### src/rtl/exec_alu_seq.sv
// exec_alu_seq
// Execute-stage ALU. Logic, arithmetic and compare operations produce a
// registered result one cycle after acceptance. Shifts run on an iterative
// one-bit-per-cycle shifter; busy is raised to the hazard unit while a shift
// is in progress.
//
// Handshake: an operation transfers on a rising edge when
// in_valid && in_ready && !flush. in_ready is high only in IDLE; upstream
// must hold the operation stable until it is accepted. out_valid pulses for
// one cycle per completed operation (back-to-back completions keep it high).
//
// Ports:
//   clk, rst          clock, asynchronous active-high reset
//   in_valid/in_ready operation handshake
//   alusel            4-bit operation code
//   op_a, op_b        operands; op_b[SHW-1:0] is the shift amount
//   flush             synchronous kill of any in-flight operation
//   out_valid         result holds a newly completed operation
//   result, zero      registered result and (result == 0)
//   busy              high while a shift is iterating
//   state_dbg         current FSM state (0 = IDLE, 1 = SHIFT)
module exec_alu_seq #(
  parameter int XLEN = 32,
  parameter int SHW  = 5
) (
  input  logic            clk,
  input  logic            rst,
  input  logic            in_valid,
  output logic            in_ready,
  input  logic [3:0]      alusel,
  input  logic [XLEN-1:0] op_a,
  input  logic [XLEN-1:0] op_b,
  input  logic            flush,
  output logic            out_valid,
  output logic [XLEN-1:0] result,
  output logic            zero,
  output logic            busy,
  output logic [0:0]      state_dbg
);

  localparam logic [0:0] ST_IDLE  = 1'b0;
  localparam logic [0:0] ST_SHIFT = 1'b1;

  localparam logic [1:0] K_SLL = 2'd0;
  localparam logic [1:0] K_SRL = 2'd1;
  localparam logic [1:0] K_SRA = 2'd2;

  logic [0:0]      state;
  logic [XLEN-1:0] acc;
  logic [SHW-1:0]  cnt;
  logic [1:0]      kind;

  logic            accept;
  logic            is_shift;
  logic [1:0]      dec_kind;
  logic [SHW-1:0]  shamt;
  logic [XLEN-1:0] alu_value;
  logic [XLEN-1:0] acc_next;

  assign shamt     = op_b[SHW-1:0];
  assign in_ready  = (state == ST_IDLE);
  assign busy      = (state == ST_SHIFT);
  assign zero      = (result == '0);
  assign state_dbg = state;
  assign accept    = in_valid && in_ready && !flush;

  // Decode: which codes are shifts, and which shift flavour they are.
  always_comb begin
    is_shift = 1'b0;
    dec_kind = K_SLL;
    case (alusel)
      4'b0011, 4'b0100: begin is_shift = 1'b1; dec_kind = K_SLL; end
      4'b1000, 4'b0101: begin is_shift = 1'b1; dec_kind = K_SRL; end
      4'b1100:          begin is_shift = 1'b1; dec_kind = K_SRA; end
      default:          begin is_shift = 1'b0; dec_kind = K_SLL; end
    endcase
  end

  // Single-cycle result. A shift reaching this path has shamt 0, which
  // passes op_a through unchanged.
  always_comb begin
    alu_value = '0;
    case (alusel)
      4'b0010: alu_value = op_a + op_b;
      4'b0110: alu_value = op_a - op_b;
      4'b0000: alu_value = op_a & op_b;
      4'b0001: alu_value = op_a | op_b;
      4'b1001: alu_value = op_a ^ op_b;
      4'b0111: alu_value = {{(XLEN-1){1'b0}}, ($signed(op_a) < $signed(op_b))};
      4'b1111: alu_value = {{(XLEN-1){1'b0}}, (op_a < op_b)};
      default: alu_value = is_shift ? op_a : '0;
    endcase
  end

  // One-bit step of the iterative shifter.
  always_comb begin
    acc_next = acc;
    case (kind)
      K_SLL:   acc_next = {acc[XLEN-2:0], 1'b0};
      K_SRL:   acc_next = {1'b0, acc[XLEN-1:1]};
      K_SRA:   acc_next = {acc[XLEN-1], acc[XLEN-1:1]};
      default: acc_next = acc;
    endcase
  end

  always_ff @(posedge clk or posedge rst) begin
    if (rst) begin
      state     <= ST_IDLE;
      result    <= '0;
      out_valid <= 1'b0;
      acc       <= '0;
      cnt       <= '0;
      kind      <= K_SLL;
    end else if (flush) begin
      // Kill wins over everything; result keeps its last completed value.
      state     <= ST_IDLE;
      out_valid <= 1'b0;
    end else begin
      case (state)
        ST_IDLE: begin
          if (accept) begin
            if (is_shift && (shamt != '0)) begin
              acc       <= op_a;
              cnt       <= shamt;
              kind      <= dec_kind;
              out_valid <= 1'b0;
              state     <= ST_SHIFT;
            end else begin
              result    <= alu_value;
              out_valid <= 1'b1;
            end
          end else begin
            out_valid <= 1'b0;
          end
        end
        ST_SHIFT: begin
          acc <= acc_next;
          cnt <= cnt - {{(SHW-1){1'b0}}, 1'b1};
          if (cnt == {{(SHW-1){1'b0}}, 1'b1}) begin
            result    <= acc_next;
            out_valid <= 1'b1;
            state     <= ST_IDLE;
          end else begin
            out_valid <= 1'b0;
          end
        end
        default: begin
          state     <= ST_IDLE;
          out_valid <= 1'b0;
        end
      endcase
    end
  end

endmodule

### config.mk
export PLATFORM = sky130hd
export DESIGN_NAME = exec_alu_seq
export DESIGN_NICKNAME = d
export VERILOG_FILES = /design/src/rtl/exec_alu_seq.sv
export SDC_FILE = /design/constraint.sdc
export NUM_CORES = 1
export LEC_CHECK = 0
export BUFFER_PORTS_ARGS = -buffer_cell sky130_fd_sc_hd__buf_4
export CAP_MARGIN = 30
export CORE_UTILIZATION = 40
export DETAILED_ROUTE_END_ITERATION = 8
export PLACE_DENSITY = 0.68
export SLEW_MARGIN = 10
export SYNTH_ARGS = -nofsm -noshare
export SYNTH_HDL_FRONTEND = slang
export SYNTH_SLANG_ARGS = --single-unit
### constraint.sdc
create_clock -name clk -period 6.9 [get_ports clk]
set_clock_uncertainty 0.2 [all_clocks]
set_input_delay 0.69 -clock clk [delete_from_list [all_inputs] [get_ports clk]]
set_output_delay 0.69 -clock clk [all_outputs]
set_load 0.02 [all_outputs]
After elaboration in Yosys (flattened, before gate mapping). Cells that the tools add are included.

Flip-flop bits (word level): 73. Bits in latches: 0. Memory bits (writable): 0. ROM bits: 0. Bits of input ports: 72. Output and inout bits: 37. Logic and storage cells: 72. Memories: 0.

Add/sub/neg operators: 3. Multiply operators: 0. Div/mod/pow operators: 0. $lt $le $gt $ge: 2. Eq/ne operators: 18. Shifts and indexed selects: 0. Multiplexer cells: 25. Bitwise gates (word level): 5. Reductions and logical operators: 13.

Operators with widths (count): case mux 32 bit (7 select lines) (1); 2-to-1 mux 32 bit (6); case mux 32 bit (2 select lines) (2); case mux 32 bit (3 select lines) (1); < comparator 32 bit (2); adder 32 bit (1); bitwise AND 32 bit (1); zero test 32 bit (1); bitwise OR 32 bit (1); subtractor 32 bit (1); XOR 32 bit (1); equality test 4 x 3 -> 1 bit (second input constant) (4); equality test 4 bit (second input constant) (4); 2-to-1 mux 5 bit (2); case mux 5 bit (2 select lines) (1); 2-to-1 mux 1 bit (9); equality test 4 x 2 -> 1 bit (second input constant) (2); AND reduction 4 bit (2); != test 2 x 1 -> 1 bit (second input constant) (3); equality test 5 x 1 -> 1 bit (second input constant) (1); nonzero test 5 bit (1); OR reduction 5 bit (1); subtractor 5 x 1 -> 5 bit (second input constant) (1); equality test 4 x 1 -> 1 bit (second input constant) (1); other kinds (12) (16).

Depth between registers and ports, before layout. Gate-level depths: netlist of the first run.

Depth in word-level cells: 8. Gate-level depth with buffers: 13. Depth with buffers taken out: 13.

Least setup slack after synthesis of the first run. OpenSTA, ideal clock, no wires.

Path type: input -> register. Start point: input op_b[14]. End point: register result[27]. Setup time: 0.140 ns. Arrival: 3.213 ns. Required time: 6.560 ns. Setup slack: 3.347 ns. Stages: 13. Buffers on the path: 1. Cell sequence: inv_1 > ha_1 > buf_2 > inv_1 > a2111oi_0 > o21ai_0 > o21ai_0 > a21oi_2 > a21oi_1 > o31ai_2 > xnor2_1 > a2111oi_0 > a211oi_1.

Word-level cells in the longest chain between the ends: 5. Elaborated cells on any way between the ends: 6. Those cells by class: add/sub (2); mux (4).

Ends and longest elaborated chain: from (decl) (RTL line 32) `input logic [XLEN-1:0] op_b,`; subtractor 32 bit or adder 32 bit (tied branches) (RTL line 85, 84); case mux 32 bit (7 select lines) (*) (RTL line 83) `case (alusel)`; 2-to-1 mux 32 bit (*) (RTL line 122) `if (is_shift && (shamt != '0)) begin`; 2-to-1 mux 32 bit (*) (RTL line 121) `if (accept) begin`; case mux 32 bit (2 select lines) (*) (RTL line 119) `case (state)`; to (signal assigned) (RTL line 129) `result <= alu_value;`; to (signal assigned) (RTL line 140) `result <= acc_next;`; to (decl) (RTL line 35) `output logic [XLEN-1:0] result,`.

Every way passes the cells marked *; elsewhere a longest branch is shown, timed or not. The select of a mux whose other input is x is not followed. A chain may end at the register's enable or synchronous reset.

Worst setup path in the final report of the first run.
Start point: input op_a[14]. End point: register result[27].

Word-level cells in the longest chain between the ends: 5. Elaborated cells on any way between the ends: 6. Those cells by class: add/sub (2); mux (4).

Ends and longest elaborated chain: from (decl) (RTL line 31) `input logic [XLEN-1:0] op_a,`; subtractor 32 bit or adder 32 bit (tied branches) (RTL line 85, 84); case mux 32 bit (7 select lines) (*) (RTL line 83); 2-to-1 mux 32 bit (*) (RTL line 122); 2-to-1 mux 32 bit (*) (RTL line 121); case mux 32 bit (2 select lines) (*) (RTL line 119).

Marked as above.

==> out/metrics.csv, run 1 <==
stage,metric,value,unit
status,status,"complete, no violations",
route,drc_errors,0,
final_layout,mostFrequentLayoutCells,"nand2_1 (135), a21oi_1 (124), buf_4 (123)",
synth,synth-edff-count,0,
synth,synthArstFlopShare,1.00,
sta,slew_violations,0,
sta,setup_viol,0,
clock_tree,clk_pin_slew_worst_paths,0.06,ns
synth,synth_area_leaders,"dfrtp_1 (20%), ha_1 (15%), a21oi_1 (6.7%), nand2_1 (5.4%), nor2_1 (4.8%)",
clock_tree,cts_setup_buffers,0,
floorplan,start_util,0.409,
critical_path,reg2regPathDepth,4,
synth,dominantRegCellSynth,dfrtp_1,
final_layout,final_common_cell,nand2_1,
sta,slew_headroom,0.316,
synth,seq_area_frac_synth,0.196,
clock_tree,clk_path_buf_depth,2,
critical_path,cp_slowest_cell,a2111oi_0,
pwr,power_density,205,nW/um^2
global_route,grt_antenna_before_repair,0,
final_layout,regArea,1830,um^2
final_layout,finalNetCount,1524,
floorplan,row_count,55,
sta,finalCriticalPeriod,4.22,ns
placed_design,dp_hpwl,25.6,mm
synth,syn-num-nets,1479,
route,drt-pass1-iter-count,6,
critical_path,max_stage_delay,0.83,ns
critical_path,cp-startpoint,op_a[14],
sta,hold_violations,0,
sta,worst_pin_slew,1.03,ns
clock_tree,clkSinkCount,73,
floorplan,die_y,155,um
sta,timing.hold.ws,0.130,ns
route,antenna_left,0,
pwr,vdd_drop_max,0.123,mV
sta,rsz0062_at_grt,no,
synth,ys_ff_latch,73,
final_layout,drive_above_1_share,0.117,
critical_path,crit_family,compound AO/OA/AOI/OAI gates,
synth,syn_area,9320,um^2
floorplan,core_area,22800,um^2
sta,max_freq,237,MHz
final_layout,utilization,0.467,
clock_tree,cts_made_buffers,9,
pwr,power.leakage,4.78,nW
route,first_iter_violations,1383,
synth,synth_warnings,0,
critical_path,cp_max_fo,10,
sta,finalCritPeriodShare,0.611,
flow_run,drv_cap,0,
global_route,grt_overflow,0,
floorplan,io_pins,109,
synth,synth_cells,1290,
critical_path,critPathKind,in2reg,
critical_path,start_kind,input pin,
final_layout,layout.cells.non_filler,1653,
min_path,hold_class,in2async,
critical_path,rr_endpoint,acc[6],
critical_path,endpoint,result[27],
clock_tree,root_buffer,clkbuf_16,
clock_tree,hold_buffers,0,
final_layout,nFillCells,2319,
final_layout,area_growth,14.2,%
clock_tree,insertion_delay,0.34,ns
global_route,grt_pass1_wl,52.8,mm
floorplan,die_area,23900,um^2
clock_tree,htree_levels,3,
route,wl,34.2,mm
route,via_per_inst,6.26,
critical_path,cp_data_arrival_time,4.22,ns
critical_path,path_buf_inv,3,
route,vias,10300,
synth,synth_top_cell_by_area,dfrtp_1,
final_layout,multi_input_area,6770,um^2
critical_path,cp.required,6.90,ns
global_route,grt_start_max_net_pins,74,
placed_design,placedCellCount,1635,
sta,setup_tns,0,ns
floorplan,die_w,155,um
placed_design,gp_congestion,0.967,
clock_tree,post_cts_resize_count,0,
clock_tree,cts_tree,yes,
placed_design,io_buffers,108,
synth,yosysUniqueCellTypes,74,
global_route,track_usage,0.282,
critical_path,r2r_setup_slack,3.73,ns
critical_path,cp-end-kind,register,
critical_path,path_depth,13,
global_route,first_global_vias,9353,
synth,postSynthAreaPerCell,7.22,um^2
synth,yosysTopAreaCellShare,0.196,
critical_path,reg2reg_from,kind[1],
final_layout,diodes,0,
critical_path,worstPathCellList,"buf_4, inv_1, ha_1, inv_1, a2111oi_0, o21ai_0, o21ai_0, a21oi_2, a21oi_1, o31ai_2, xnor2_1, a2111oi_0, a211oi_1",
route,avgRoutedWirePerCell,20.7,um
pwr,p_total,0.00218,W
==> worst register-to-register path: cells and delay by family, from the launching register on <==
family | cells | cell delay [ns]
buffers and inverters | 1 | 0.42
flip-flops | 1 | 0.82
AO/OA/AOI/OAI | 3 | 1.63
==> report_power, final <==
part | internal (W) | switching [W] | leakage (nW)
Sequential | 0.000551 | 0.000140 | 0.889
Combinational | 0.000402 | 0.000622 | 3.75
Clock | 0.000289 | 0.000180 | 0.144
==> per-stage QoR <==
| step | cell area (um^2) | setup WS (ns) |
|---|---|---|
| floorplan | 9320 | 3.35 |
| global placement | 10300 | 2.35 |
| detailed placement | 10300 | 2.48 |
| CTS | 10600 | 2.83 |
| global route | 10600 | 2.26 |
| finish | 10600 | 2.68 |
==> cells by family after synthesis <==
group | Yosys count | share of synthesized area
compound gates | 475 | 0.337
simple gates | 400 | 0.199
buf+inv | 198 | 0.0812
fa+ha+maj | 117 | 0.159
flops | 73 | 0.196
xor+xnor | 17 | 0.0160
mux | 10 | 0.0114
==> flip-flops by register name (all words and copies together), names as in the netlist <==
| name | cells |
|---|---|
| kind | 2 |
| out_valid | 1 |
| cnt | 5 |
| result | 32 |
| busy | 1 |
| acc | 32 |
==> Yosys cell counts (all sizes together), types with 9 or more instances <==
master,instances
nor2b,18
buf,10
o211ai,24
xnor2,15
dfrtp,73
clkbuf,81
nand3,22
o31ai,19
nor3,13
nand2b,21
o22ai,13
o21ai,90
nand2,136
or3,12
inv,105
ha,115
a31oi,34
o311ai,9
nor4,21
a21o,14
a211oi,18
a21oi,125
a2111oi,16
a221oi,21
nor2,119
a222oi,14
o21bai,18
==> area by class of cell <==
| cell class | count | share of cell area |
|---|---|---|
| Timing Repair Buffer | 125 | 0.0907 |
| Inverter | 107 | 0.0382 |
| Sequential cell | 73 | 0.172 |
| Clock buffer | 13 | 0.0235 |
| Tap cell | 313 | 0.0368 |
| Multi-Input combinational cell | 1019 | 0.635 |
| Clock inverter | 3 | 0.00376 |
==> how the worst min path moves through the flow <==
stage / from / slack, ns / cells past startpoint / end
finish: rst / 0.13 / 3 / cnt[2]
global route: rst / 0.13 / 3 / cnt[2]
CTS: acc[11] / 0.30 / 2 / acc[11]
detailed placement: acc[11] / 0.29 / 2 / acc[11]
global placement: acc[11] / 0.28 / 2 / acc[11]
floorplan: acc[11] / 0.26 / 2 / acc[11]
==> layer usage <==
| metal | GRT usage | vias up | routed length, um |
|---|---|---|---|
| met5 | 0 | - | 0 |
| met4 | 0.0769 | 0 | 764 |
| met3 | 0.0647 | 52 | 4200 |
| met2 | 0.419 | 616 | 14400 |
| met1 | 0.405 | 4875 | 14800 |
| li1 | - | 4797 | - |
Note: power is estimated with default switching activity, not from simulation.
==> run 2, diff against run 1 <==
--- a/config.mk
+++ b/config.mk
@@ -5,6 +5,7 @@
 export SDC_FILE = /design/constraint.sdc
 export NUM_CORES = 1
 export LEC_CHECK = 0
+export ABC_AREA = 1
 export BUFFER_PORTS_ARGS = -buffer_cell sky130_fd_sc_hd__buf_4
 export CAP_MARGIN = 30
 export CORE_UTILIZATION = 40
==> constraint.sdc (replaced) <==
create_clock -name clk -period 4.1 [get_ports clk]
set_clock_uncertainty 0.2 [all_clocks]
set_input_delay 0.41 -clock clk [delete_from_list [all_inputs] [get_ports clk]]
set_output_delay 0.41 -clock clk [all_outputs]
set_load 0.02 [all_outputs]
==> run 2 against run 1 <==
  * Clock power increased by 75%
  * Critical path depth decreased by 4
  * Register-to-register slack got worse by 2.7 ns
  * Cell count increased by 41%
  * Core utilization decreased by 0.84 points
  * Cell area increased by 16%
  * Critical path type is now reg2reg
  * Clock-buffer cell count decreased by 1
  * Routed wire length increased by 31%
  * Sequential share of layout area decreased by 2.4 points
  * Global-route usage increased by 3.7 points
  * Largest cell class unchanged
  * Critical endpoint is now acc[2]
  * Die area increased by 17%
  * Sequential power increased by 62%
==> out/metrics.csv, run 2 <==
stage,metric,value,unit,change
critical_path,cp.required,4.12,ns,-2.78 ns
clock_tree,cts_setup_buffers,0,,unchanged
global_route,track_usage,0.319,,+0.0369
min_path,whs_path_depth,3,,
final_layout,final_common_cell,nand2_1,,
final_layout,area_growth,12.8,%,
sta,slew_headroom,0.405,,+0.0895
placed_design,dp_hpwl,35.5,mm,+39%
synth,yosysTopAreaCellShare,0.208,,+0.0120
synth,yosysUniqueCellTypes,44,,-41%
sta,setup_viol,0,,unchanged
clock_tree,insertion_delay,0.34,ns,about the same
final_layout,reg_top3,"acc (32), result (32), cnt (5)",,
floorplan,core_area,26900,um^2,+18%
synth,synth_area_leaders,"nand2_1 (21%), dfrtp_1 (17%), ha_1 (13%), inv_1 (11%), nor2_1 (6.0%)",,
sta,hold_violations,0,,unchanged
sta,finalCritPeriodShare,0.738,,
critical_path,cp_max_fo,28,,+18
pwr,power_density,308,nW/um^2,+50%
synth,synth_cells,1918,,+49%
sta,setup_slack,1.08,ns,-1.61 ns
clock_tree,cts_made_buffers,9,,unchanged
synth,synthArstFlopShare,1.00,,unchanged
critical_path,worstPathCellList,"nand2_1, inv_2, nor2_1, inv_1, nor2_1, o21ai_0, o21ai_0, nand2_1, o21ai_1",,
status,status,"complete, no violations",,
sta,rsz0062_at_grt,no,,
clock_tree,clk_pin_slew_worst_paths,0.06,ns,about the same
synth,syn_area,10900,um^2,+17%
critical_path,reg2regPathDepth,9,,+5
placed_design,gp_congestion,1.04,,+7.1%
global_route,grt_antenna_before_repair,0,,unchanged
synth,synth_top_cell_by_area,nand2_1,,
route,via_per_inst,5.50,,-12%
placed_design,io_buffers,108,,unchanged
global_route,grt_overflow,0,,unchanged
critical_path,r2r_setup_slack,1.08,ns,-2.65 ns
pwr,p_total,0.00380,W,+74%
synth,synth-edff-count,0,,unchanged
pwr,vdd_drop_max,0.246,mV,+99%
critical_path,path_buf_inv,2,,-1
critical_path,cp-end-kind,register,,
clock_tree,hold_buffers,1,,+1
route,vias,12800,,+24%
global_route,grt_start_max_net_pins,60,,-19%
clock_tree,htree_levels,3,,unchanged
clock_tree,root_buffer,clkbuf_16,,
pwr,power.leakage,6.92,nW,+45%
min_path,hold_class,in2reg,,
synth,postSynthAreaPerCell,5.70,um^2,-21%
clock_tree,cts_tree,yes,,
critical_path,max_stage_delay,0.49,ns,-0.34 ns
sta,slew_violations,0,,unchanged
floorplan,start_util,0.407,,-0.00233
sta,max_freq,331,MHz,
global_route,first_global_vias,12300,,+31%
route,drc_errors,0,,unchanged
route,antenna_left,0,,unchanged
synth,synthTopCellsByCount,"nand2_1 (606), inv_1 (327), nor2_1 (175)",,
route,avgRoutedWirePerCell,19.2,um,-7.2%
final_layout,diodes,0,,unchanged
final_layout,mostFrequentLayoutCells,"nand2_1 (606), inv_1 (325), nor2_1 (174)",,
route,wl,44.7,mm,+31%
floorplan,die_w,167,um,+8.2%
synth,yosysMostFrequentCell,nand2_1,,
critical_path,critPathKind,reg2reg,,
critical_path,start_kind,register,,
sta,setup_tns,0,ns,unchanged
clock_tree,clkSinkCount,73,,unchanged
final_layout,drive_above_1_share,0.0840,,-0.0331
floorplan,io_pins,109,,unchanged
sta,worst_pin_slew,0.891,ns,-0.135 ns
floorplan,die_area,28000,um^2,+17%
route,first_iter_violations,1154,,-17%
final_layout,finalNetCount,2171,,+42%
clock_tree,post_cts_resize_count,0,,unchanged
flow_run,drv_cap,0,,unchanged
synth,seq_area_frac_synth,0.167,,-0.0289
critical_path,crit_family,compound AO/OA/AOI/OAI gates,,
route,drt-pass1-iter-count,8,,+2
sta,finalCriticalPeriod,3.02,ns,
synth,syn-num-nets,2107,,+42%
synth,synth_warnings,0,,unchanged
floorplan,row_count,60,,+9.1%
critical_path,path_depth,9,,-4
floorplan,die_y,167,um,+8.2%
critical_path,cp_slowest_cell,dfrtp_1,,
synth,dominantRegCellSynth,dfrtp_1,,
critical_path,cp_data_arrival_time,3.04,ns,-1.18 ns
global_route,grt_pass1_wl,68.9,mm,+31%
synth,ys_ff_latch,73,,unchanged
clock_tree,clk_path_buf_depth,2,,unchanged
placed_design,post-place-ws,1.11,ns,-1.37 ns
## run 2: changes by cell type after synthesis, moves of 18 or more
cell | before | now
a31oi_1 | 34 | 8
buf_2 | 3 | 28
clkbuf_1 | 80 | 39
inv_1 | 104 | 327
nand2_1 | 135 | 606
nand2b_1 | 21 | 0
nand3_1 | 22 | 124
nor2_1 | 119 | 175
nor2b_1 | 18 | 0
or2_1 | 0 | 23
## run 2: worst paths after layout
check                          start        end
max                          kind[1]     acc[2]
min                          op_b[3]     cnt[3]
max reg2reg                  kind[1]     acc[2]
min reg2reg                result[2]  result[2]
max in group asynchronous        rst    acc[19]
min in group asynchronous        rst     cnt[3]
## run 2: layer usage
layer / GRT usage / part of all wire / vias up
met5: 0 / 0 / -
li1: - / - / 6186
met3: 0.0312 / 0.064 / 141
met4: 0.195 / 0.066 / 0
met1: 0.402 / 0.41 / 5863
met2: 0.525 / 0.46 / 606
## run 2: area by class of cell
cell class | instances | area [um^2]
Timing Repair Buffer | 130 | 1010
Tap cell | 341 | 427
Multi-Input combinational cell | 1434 | 7510
Clock inverter | 4 | 51.3
Fill cell | 2909 | 14500
Clock buffer | 12 | 256
Sequential cell | 73 | 1830
Inverter | 334 | 1250
## run 2: report_power, final
group	internal, W	switching [W]
Combinational	0.000658	0.00120
Sequential	0.000921	0.000202
Clock	0.000505	0.000314
## run 2: through the flow
step	instance area [um^2]	hold WS, ns	util	std cells
final	12300	0.167	0.459	2328
after CTS	12300	0.167	0.457	2326
after global placement	12000	0.252	0.445	2308
after detailed placement	12000	0.257	0.446	2309
after global routing	12300	0.179	0.459	2328
after floorplan	10900	0.274	-	1918
## run 2: cell families (layout without fill, tap and decap cells)
family | Yosys count | after routing | synth area share
AOI/OAI and AO/OA | 330 | 330 | 0.180
DFF | 73 | 73 | 0.167
adders and majority gates | 117 | 117 | 0.135
buffers and inverters | 411 | 480 | 0.146
xor gates and xnor gates | 2 | 2 | 0.00160
and+or+nand+nor | 984 | 984 | 0.369
muxes | 1 | 1 | 0.00103
## run 2: worst min-delay path, stage by stage
cell	delay, ns
buf_4	0.11
o211ai_1	0.09
nand2_1	0.07
==> run 3, diff against run 2 <==
--- a/config.mk
+++ b/config.mk
@@ -10,7 +10,7 @@
 export CAP_MARGIN = 30
 export CORE_UTILIZATION = 40
 export DETAILED_ROUTE_END_ITERATION = 8
-export PLACE_DENSITY = 0.68
+export PLACE_DENSITY = 0.7
 export SLEW_MARGIN = 10
 export SYNTH_ARGS = -nofsm -noshare
 export SYNTH_HDL_FRONTEND = slang
==> constraint.sdc (replaced) <==
create_clock -name clk -period 2.6 [get_ports clk]
set_clock_uncertainty 0.2 [all_clocks]
set_input_delay 0.26 -clock clk [delete_from_list [all_inputs] [get_ports clk]]
set_output_delay 0.26 -clock clk [all_outputs]
set_load 0.02 [all_outputs]
==> run 3 against run 2 <==
  * First-iteration DRC count grew 18%
  * Global-route usage increased by 1.5 points
  * Cell area rose by 12%
  * Critical path type is now in2reg
==> out/metrics.csv, run 3 (synthesis gave the netlist of run 2 again) <==
stage,metric,value,unit,change
floorplan,row_count,60,,unchanged
clock_tree,cts_setup_buffers,0,,unchanged
sta,hold_violations,0,,unchanged
critical_path,cp.required,2.65,ns,-1.47 ns
global_route,grt_overflow,0,,unchanged
placed_design,io_buffers,108,,unchanged
placed_design,dpl_cell_area,13500,um^2,+12%
global_route,grt_start_max_net_pins,74,,+23%
min_path,hold_class,in2reg,,
route,vias,13400,,+5.1%
sta,worst_pin_slew,0.663,ns,-0.228 ns
critical_path,crit_path_frequent_cell,nand2_1,,
critical_path,cp-end-kind,register,,
clock_tree,cts_tree,yes,,
final_layout,final_common_cell,nand2_1,,
final_layout,diodes,0,,unchanged
sta,max_freq,403,MHz,
route,drc_errors,0,,unchanged
final_layout,utilization,0.512,,+0.0529
sta,timing.hold.ws,0.0313,ns,-0.136 ns
clock_tree,clk_path_buf_depth,2,,unchanged
critical_path,start_kind,input pin,,
global_route,grt_pass1_wl,71.5,mm,+3.7%
route,antenna_left,0,,unchanged
clock_tree,insertion_delay,0.33,ns,about the same
final_layout,mostFrequentLayoutCells,"nand2_1 (606), inv_1 (325), buf_4 (311)",,
placed_design,gp_congestion,1.04,,+0.70%
min_path,whs_path_depth,4,,+1
floorplan,die_w,167,um,unchanged
route,via_per_inst,5.35,,-2.8%
pwr,power_density,457,nW/um^2,+48%
final_layout,reg_top3,"acc (32), result (32), cnt (5)",,
clock_tree,clkSinkCount,73,,unchanged
sta,finalCritPeriodShare,0.955,,
placed_design,dp_hpwl,37.8,mm,+6.4%
sta,slew_violations,0,,unchanged
critical_path,critPathKind,in2reg,,
critical_path,max_stage_delay,0.47,ns,-0.02 ns
floorplan,die_y,167,um,unchanged
critical_path,worstPathCellList,"buf_4, inv_1, ha_1, o21ai_0, a21oi_1, nand2_1, a21oi_1, nand3_1, nand2_1, inv_1, nand2_1, nand2_1, a21boi_1",,
global_route,first_global_vias,12800,,+4.6%
floorplan,die_area,28000,um^2,unchanged
pwr,power.leakage,7.83,nW,+13%
global_route,grt_antenna_before_repair,0,,unchanged
flow_run,drv_cap,0,,unchanged
critical_path,cp_max_fo,7,,-75%
critical_path,cp_data_arrival_time,2.53,ns,-0.51 ns
sta,slew_headroom,0.554,,+0.149
final_layout,stdcell_area,13800,um^2,+12%
route,first_iter_violations,1358,,+18%
final_layout,area_growth,25.8,%,
clock_tree,root_buffer,clkbuf_16,,
pwr,vdd_drop_max,0.373,mV,+52%
final_layout,finalNetCount,2359,,+8.7%
global_route,track_usage,0.334,,+0.0153
floorplan,start_util,0.407,,unchanged
route,wl,47.0,mm,+5.3%
sta,setup_tns,0,ns,unchanged
sta,finalCriticalPeriod,2.48,ns,
sta,rsz0062_at_grt,no,,
critical_path,reg2regPathDepth,11,,+2
clock_tree,clk_pin_slew_worst_paths,0.06,ns,about the same
status,status,"complete, no violations",,
critical_path,cp_slowest_cell,ha_1,,
floorplan,core_area,26900,um^2,unchanged
sta,setup_viol,0,,unchanged
floorplan,io_pins,109,,unchanged
route,avgRoutedWirePerCell,18.7,um,-2.6%
clock_tree,cts_made_buffers,9,,unchanged
route,drt-pass1-iter-count,8,,unchanged
final_layout,drive_above_1_share,0.164,,+0.0796
clock_tree,htree_levels,3,,unchanged
-- run 3: cell count changes in the layout (fill, tap and decap cells not counted), sizes merged --
cell / change
clkbuf: -3
buf: +188
inv: +2
clkinv: +2
bufinv: -1
-- run 3: layout make-up --
| class | instances | area, um^2 |
|---|---|---|
| inverters | 334 | 1250 |
| clock buffers | 9 | 225 |
| repair buffers | 318 | 2460 |
| multi-input cells | 1434 | 7510 |
| clock inverters | 7 | 52.6 |
| fillers | 2852 | 13100 |
| well taps | 341 | 427 |
| flip-flops and latches | 73 | 1830 |
-- run 3: metal layers --
metal  wire (um)  vias up  share of wire  global-route usage
li1            -     6574              -                   -
met1       19100     6109           0.41               0.408
met2       21600      620           0.46               0.564
met3        3020      146          0.064              0.0331
met4        3340        0          0.071               0.211
met5           0        -              0                   0
-- run 3: what timing repair did --
item,CTS,global route
resized for setup,0,0
setup endpoints to repair,0,0
hold endpoints to repair,73,0
hold buffers,1,0
-- run 3: worst paths after layout --
| path | start | slack [ns] | end |
|---|---|---|---|
| worst min-delay path | flush | 0.03 | busy |
| min in group asynchronous | rst | 0.35 | result[5] |
| max in group asynchronous | rst | 1.47 | acc[20] |
| worst min register to register | acc[15] | 0.32 | acc[15] |
| worst max-delay path | op_a[21] | 0.12 | result[0] |
| worst max register to register | kind[1] | 0.23 | acc[5] |
-- run 3: worst max-delay path, delay by kind of cell --
| kind | cells | cell delay (ns) |
|---|---|---|
| simple gates | 5 | 0.46 |
| buf+inv | 3 | 0.22 |
| fa+ha+maj | 1 | 0.47 |
| compound gates | 4 | 1.09 |
-- run 3: where the power goes --
part	leakage (nW)	total (W)	internal, W	switching, W
clock network	0.136	0.00118	0.000653	0.000529
logic	6.81	0.00334	0.00133	0.00202
registers	0.888	0.00176	0.00145	0.000311
-- run 3: metrics by stage --
stage | cells | total power [W] | setup slack (ns)
3_5_place_dp | 2499 | 0.00504 | -0.147
4_1_cts | 2516 | 0.00624 | 0.197
5_1_grt | 2516 | 0.00671 | 0.0389
3_3_place_gp | 2499 | 0.00500 | -0.115
2_1_floorplan | 1918 | 0.00358 | 0.287
6_report | 2516 | 0.00629 | 0.118
